`config.mk`:
```
export PLATFORM = sky130hd
export DESIGN_NAME = mux_rr_sched_flat
export DESIGN_NICKNAME = d
export VERILOG_FILES = /design/src/rtl/mux_rr_sched_pkg.sv /design/src/rtl/mux_rr_sched_if.sv /design/src/rtl/mux_rr_pick.sv /design/src/rtl/mux_rr_sched.sv /design/src/flat_wrapper.sv
export SDC_FILE = /design/constraint.sdc
export NUM_CORES = 1
export LEC_CHECK = 0
export BUFFER_PORTS_ARGS = -buffer_cell sky130_fd_sc_hd__buf_2
export CAP_MARGIN = 20
export CORE_MARGIN = 2
export CORE_UTILIZATION = 58
export CTS_CLUSTER_DIAMETER = 50
export DETAILED_ROUTE_END_ITERATION = 12
export GPL_TIMING_DRIVEN = 0
export PLACE_DENSITY = 0.83
export SYNTH_ARGS = -nofsm -noshare
export SYNTH_HDL_FRONTEND = slang
export SYNTH_SLANG_ARGS = --single-unit
```
`constraint.sdc`:
```
create_clock -name clk -period 3.58 [get_ports clk]
set_input_delay 0.179 -clock clk [delete_from_list [all_inputs] [get_ports clk]]
set_output_delay 0.179 -clock clk [all_outputs]
set_load 0.05 [all_outputs]
```
`src/rtl/mux_rr_sched_pkg.sv`:
```
// mux_rr_sched_pkg: shared FSM state encoding and channel/select widths for mux-sharing controllers
package mux_rr_sched_pkg;
  localparam int N_CH = 8;
  localparam int SEL_W = 3;
  typedef enum logic {IDLE = 1'b0, HOLD = 1'b1} state_t;
endpackage

```
`src/rtl/mux_rr_sched_if.sv`:
```
// mux_rr_sched_if: scheduler bus; slave=scheduler (in req,scan_start,mux_y; out sel,grant,busy,sample_valid,sample_ch,sample_data,captured,scan_done), master=requester/parent
interface mux_rr_sched_if;
  import mux_rr_sched_pkg::*;
  logic [N_CH-1:0] req;
  logic scan_start;
  logic mux_y;
  logic [SEL_W-1:0] sel;
  logic [N_CH-1:0] grant;
  logic busy;
  logic sample_valid;
  logic [SEL_W-1:0] sample_ch;
  logic sample_data;
  logic [N_CH-1:0] captured;
  logic scan_done;
  modport master(output req, scan_start, mux_y,
                 input sel, grant, busy, sample_valid, sample_ch, sample_data, captured, scan_done);
  modport slave(input req, scan_start, mux_y,
                output sel, grant, busy, sample_valid, sample_ch, sample_data, captured, scan_done);
endinterface

```
`src/rtl/mux_rr_pick.sv`:
```
// mux_rr_pick: rotating priority encoder; in req[7:0], ptr[2:0]; out any, idx = first set req at or after ptr (wrapping)
module mux_rr_pick import mux_rr_sched_pkg::*; (
  input  logic [N_CH-1:0]  req,
  input  logic [SEL_W-1:0] ptr,
  output logic             any,
  output logic [SEL_W-1:0] idx
);
  always_comb begin
    any = |req;
    idx = ptr;
    for (int i = N_CH - 1; i >= 0; i--)
      if (req[ptr + SEL_W'(i)]) idx = ptr + SEL_W'(i);
  end
endmodule

```
`src/rtl/mux_rr_sched.sv`:
```
// mux_rr_sched: round-robin/scan scheduler for a shared 8:1 mux; ports clk, rst (sync, active-high), bus (slave modport of mux_rr_sched_if)
module mux_rr_sched import mux_rr_sched_pkg::*; #(
  parameter int HOLD_CYCLES = 4
) (
  input logic clk,
  input logic rst,
  mux_rr_sched_if.slave bus
);
  if (HOLD_CYCLES < 1 || HOLD_CYCLES > 255) begin : g_bad_hold
    $error("mux_rr_sched: HOLD_CYCLES must be in 1..255");
  end
  localparam logic [7:0] RELOAD = 8'(HOLD_CYCLES - 1);
  state_t state;
  logic scan;
  logic [SEL_W-1:0] ptr;
  logic [7:0] cnt;
  logic any;
  logic [SEL_W-1:0] idx;
  logic [SEL_W-1:0] start_ch;
  mux_rr_pick u_pick (.req(bus.req), .ptr(ptr), .any(any), .idx(idx));
  assign start_ch = bus.scan_start ? '0 : idx;
  always_ff @(posedge clk) begin
    if (rst) begin
      state <= IDLE;
      scan <= 1'b0;
      ptr <= '0;
      cnt <= '0;
      bus.sel <= '0;
      bus.grant <= '0;
      bus.busy <= 1'b0;
      bus.sample_valid <= 1'b0;
      bus.sample_ch <= '0;
      bus.sample_data <= 1'b0;
      bus.captured <= '0;
      bus.scan_done <= 1'b0;
    end else begin
      bus.sample_valid <= 1'b0;
      bus.scan_done <= 1'b0;
      if (state == IDLE) begin
        if (bus.scan_start || any) begin
          scan <= bus.scan_start;
          bus.sel <= start_ch;
          bus.grant <= N_CH'(1) << start_ch;
          bus.busy <= 1'b1;
          cnt <= RELOAD;
          state <= HOLD;
        end
      end else if (cnt != 8'd0) begin
        cnt <= cnt - 8'd1;
      end else begin
        // sel doubles as the current channel while a grant is active
        bus.captured[bus.sel] <= bus.mux_y;
        bus.sample_valid <= 1'b1;
        bus.sample_ch <= bus.sel;
        bus.sample_data <= bus.mux_y;
        if (scan && bus.sel != SEL_W'(N_CH - 1)) begin
          bus.sel <= bus.sel + 1'b1;
          bus.grant <= bus.grant << 1;
          cnt <= RELOAD;
        end else begin
          bus.scan_done <= scan;
          scan <= 1'b0;
          if (!scan) ptr <= bus.sel + 1'b1;
          bus.grant <= '0;
          bus.busy <= 1'b0;
          state <= IDLE;
        end
      end
    end
  end
endmodule

```
`src/flat_wrapper.sv`:
```
// flat-port wrapper written by rule: the top's interface ports become plain ports
module mux_rr_sched_flat import mux_rr_sched_pkg::*;
#(
  parameter int HOLD_CYCLES = 4
)
  (clk, rst, bus_req, bus_scan_start, bus_mux_y, bus_sel, bus_grant, bus_busy, bus_sample_valid, bus_sample_ch, bus_sample_data, bus_captured, bus_scan_done);
  mux_rr_sched_if bus_i ();
  input logic clk;
  input logic rst;
  input wire logic [$bits(bus_i.req)-1:0] bus_req;
  input wire logic [$bits(bus_i.scan_start)-1:0] bus_scan_start;
  input wire logic [$bits(bus_i.mux_y)-1:0] bus_mux_y;
  output wire logic [$bits(bus_i.sel)-1:0] bus_sel;
  output wire logic [$bits(bus_i.grant)-1:0] bus_grant;
  output wire logic [$bits(bus_i.busy)-1:0] bus_busy;
  output wire logic [$bits(bus_i.sample_valid)-1:0] bus_sample_valid;
  output wire logic [$bits(bus_i.sample_ch)-1:0] bus_sample_ch;
  output wire logic [$bits(bus_i.sample_data)-1:0] bus_sample_data;
  output wire logic [$bits(bus_i.captured)-1:0] bus_captured;
  output wire logic [$bits(bus_i.scan_done)-1:0] bus_scan_done;
  assign bus_i.req = bus_req;
  assign bus_i.scan_start = bus_scan_start;
  assign bus_i.mux_y = bus_mux_y;
  assign bus_sel = bus_i.sel;
  assign bus_grant = bus_i.grant;
  assign bus_busy = bus_i.busy;
  assign bus_sample_valid = bus_i.sample_valid;
  assign bus_sample_ch = bus_i.sample_ch;
  assign bus_sample_data = bus_i.sample_data;
  assign bus_captured = bus_i.captured;
  assign bus_scan_done = bus_i.scan_done;
  mux_rr_sched #(.HOLD_CYCLES(HOLD_CYCLES)) u_core (.clk(clk), .rst(rst), .bus(bus_i));
endmodule
```
==> PnR_summary.wiki <==
{| class="wikitable"
! Metric !! Value
|-
| Die Height || 75.3 µm
|-
| Maximum number of pins on one net before global-route repair || 14
|-
| Number of warnings printed during yosys synthesis || 0
|-
| Max cap viols || 0
|-
| Hold depth || 3
|-
| DRT Wirelength || 7460 µm
|-
| Clock tree from TritonCTS || built
|-
| Cell chosen for the clock root || sky130_fd_sc_hd__clkbuf_8
|-
| Critical-path top delay cell || sky130_fd_sc_hd__dfxtp_2
|-
| Power per cell area || 458 mW/mm²
|-
| I/O pin count || 38
|-
| Worst Setup Start Kind || flip-flop
|-
| Number of failing hold endpoints at the final stage || 0
|-
| Net Sw Power || 604 µW
|-
| Unrepaired setup endpoints after global routing || false
|-
| Final routed DRC violation total || 0
|-
| Distinct cells, synth || 66
|-
| Clock transition at the registers of the reported paths || 0.09 ns
|-
| Combinational power share || 0.419
|-
| Result of the run || finished clean
|-
| Final period util || 0.941
|-
| Post-synthesis register bit count || 39
|-
| Fraction of power spent switching nets || 0.395
|-
| Min Tclk post-route || 3.37 ns
|-
| Gate Count Post-Synth || 344
|-
| Pins over their slew limit || 0
|-
| Clk pwr share || 0.245
|-
| Flip-flop cell with the highest count after synthesis || sky130_fd_sc_hd__dfxtp_1
|-
| PortBufs || 33
|-
| Via count || 2843
|-
| Wire length of the first global-routing pass || 11900 µm
|-
| Number of DRC markers after the initial detailed-route iteration || 334
|-
| H-tree Lvls || 2
|-
| Critical setup path kind || reg -> reg
|-
| Fraction of final layout cells sized beyond drive strength 1 || 0.217
|-
| Required time at the endpoint of the critical path || 3.81 ns
|-
| Most frequent cell on the critical path || sky130_fd_sc_hd__buf_6
|-
| Width of the chip || 75.3 µm
|-
| Cell-internal power || 924 µW
|-
| Setup_tns || 0 ns
|-
| Min-Delay Path Class || in -> reg
|-
| Initial core utilization || 0.612
|-
| Routed wire per std cell || 16.4 µm
|-
| Cell Area, Synth || 0.00295 mm²
|-
| Area growth from synthesis to layout || 13.1%
|-
| Flip-flop and latch area || 782 µm²
|-
| Vias per std cell || 6.26
|-
| Grt total ovfl || 0
|-
| Total core area || 0.00482 mm²
|-
| EDFF count, synth || 0
|-
| Max VDD drop || 0.000399 V
|-
| Vias in the first global route || 2586
|-
| RD Place Congestion || 1.06
|-
| Mean instance size in the synthesized netlist || 8.57 µm²
|-
| Diodes inserted || 0
|-
| Total of fill cells in the finished design || 411
|-
| Sequential Power Share || 0.337
|-
| Post-DP HPWL || 5420 µm
|-
| Total routing resource utilization after global routing || 0.273
|-
| Slew of the pin with the lowest slew margin || 0.606 ns
|-
| Utilization of the core after routing || 0.692
|-
| Relative slew margins || 0.592
|-
| Post-route ant nets || 0
|-
| Worst Setup End Kind || flip-flop
|-
| Delay contributed by the slowest stage of the critical path || 0.41 ns
|-
| Clock sink count || 39
|-
| Final setup violation count || 0
|-
| Number of cells traversed by the worst register-to-register path || 13
|-
| Area used by multi-input combinational logic || 0.00196 mm²
|-
| Leakage Power || 0.00133 µW
|-
| Skew-Pair Late Insertion Delay || 0.30 ns
|-
| Number of antenna violations at the first check in global routing || 0
|-
| Top fanout value on the critical path || 10
|-
| Post-Route Skew || 0.0120 ns
|-
| Arrival time of the worst setup path || 3.60 ns
|-
| Number of hold buffers added after cts || 0
|-
| Synthesized Nets || 362
|-
| Deepest clock path buffer count || 2
|-
| Sequential-to-total area share from yosys stat || 0.265
|-
| Total iterations of the first detailed-routing run || 5
|-
| Maximum clock frequency || 297 MHz
|-
| Number of nets in the layout || 404
|-
| CTS Buf Count || 5
|-
| Critical path cell sequence || buf_6 > inv_4 > ha_1 > buf_6 > buf_6 > mux4_2 > o211a_1 > o311ai_1 > nand4_1 > a31o_1 > nor3_4 > or3b_1 > a211oi_2
|-
| Cell row count || 25
|-
| Die Outline Area || 0.00567 mm²
|-
| Async set-or-reset flop fraction in the synthesized netlist || 0
|}
cells in the final DEF (no fill, tap or decap), drive strengths merged, types with 5 or more instances in the layout:
cell type  netlist  final
a211oi          10     10
a21oi           22     22
a311oi           6      6
a31oi            6      6
buf             15     50
clkbuf          19     24
dfxtp           39     39
ha               6      6
inv             10     10
mux2            11     11
mux2i           23     23
mux4            10     10
nand2           37     37
nand2b           7      7
nor2            31     31
nor2b            8      8
nor3             5      5
nor4             5      5
o211ai           5      5
o21ai            9      9
final cells by class:
class / instances / area share
plain buffers: 33 / 0.0521
multi-input cells: 261 / 0.586
inverters: 10 / 0.0120
clock inverters: 3 / 0.0131
flip-flops and latches: 39 / 0.234
clock buffers: 5 / 0.0206
well taps: 67 / 0.0251
repair buffers: 36 / 0.0563
logic make-up after synthesis:
logic type                 synth area share
AOI/OAI and AO/OA                     0.206
xor gates and xnor gates             0.0115
adders and majority gates            0.0255
buffers and inverters                0.0742
DFF                                   0.265
muxes                                 0.200
and+or+nand+nor                       0.218
path summary, 6_finish.rpt:
| path | from | to | slack [ns] |
|---|---|---|---|
| hold / removal | bus_scan_start | u_core.scan$_SDFFE_PP0P_ | 0.20 |
| setup / recovery | u_core.ptr[0]$_SDFFE_PP0P_ | u_core.bus.grant[7]$_SDFFE_PP0P_ | 0.21 |
| hold reg to reg | u_core.bus.sample_ch[2]$_SDFFE_PP0P_ | u_core.bus.sample_ch[2]$_SDFFE_PP0P_ | 0.46 |
| setup reg to reg | u_core.ptr[0]$_SDFFE_PP0P_ | u_core.bus.grant[7]$_SDFFE_PP0P_ | 0.21 |
layer usage:
layer | track usage | wire length (µm)
met1 | 0.349 | 3180
met2 | 0.459 | 3690
met3 | 0.0516 | 404
met4 | 0.0994 | 188
met5 | 0 | 0
flip-flops by register name (all words and copies together), names as in the netlist:
| register | count |
|---|---|
| u_core.bus.captured | 8 |
| u_core.bus.grant | 8 |
| u_core.cnt | 8 |
| u_core.bus.sample_ch | 3 |
| u_core.bus.sel | 3 |
| u_core.ptr | 3 |
| u_core.bus.busy | 1 |
| u_core.bus.sample_data | 1 |
| u_core.bus.sample_valid | 1 |
| u_core.bus.scan_done | 1 |
| u_core.scan | 1 |
| u_core.state | 1 |
per-stage QoR:
step	power (µW)	cell area, µm²	setup slack (ns)	hold slack, ns	instances
after floorplan	1020	2950	0.454	0.297	344
after global placement	1130	3200	0.0462	0.442	444
after detailed placement	1150	3200	0.0352	0.450	444
after CTS	1520	3320	0.0635	0.207	452
after global routing	1600	3340	0.0901	0.220	454
final	1530	3340	0.211	0.204	454
power by group through the flow:
stage          Sequential (µW)  Combinational [µW]  Clock [µW]
3_3_place_gp               522                 613           0
2_1_floorplan              595                 424           0
4_1_cts                    514                 629         377
5_1_grt                    520                 692         391
3_5_place_dp               523                 624           0
6_report                   515                 640         374
critical path: cells and delay by family, from the launching register on:
family,cells,cell delay (ns)
buffers and inverters,4,0.58
flip-flops,1,0.41
AND/OR/NAND/NOR,3,0.77
adder cells (fa/ha/maj),1,0.29
AO/OA/AOI/OAI,4,0.93
multiplexers,1,0.32
repair_timing:
action                                  in CTS  in global routing
endpoints found under the setup margin       1                  2
setup buffers                                0                  3
resized for setup                            1                  1
pin swaps                                    0                  1
hold endpoints to repair                     0                  0
synth_stat cells (all sizes together) (3+ instances only):
cell    instances  area [µm²]
o21ai           9        45.0
a311oi          6        52.6
nand2b          7        43.8
mux4           10         233
nor4b           4        35.0
a31oi           6        37.5
inv            10        40.0
nand3           3        15.0
dfxtp          39         781
a21oi          22         114
mux2i          23         230
nor3            5        30.0
nor4bb          3        30.0
buf            15         108
nor2           31         116
a22oi           4        35.0
and2            4        25.0
nand2          37         139
a32oi           4        35.0
nand3b          3        22.5
nor2b           8        50.1
nor4            5        31.3
a211oi         10        90.1
ha              6        75.1
o211ai          5        42.5
clkbuf         19        71.3
mux2           11         128
(Power assumes the default switching activity.)
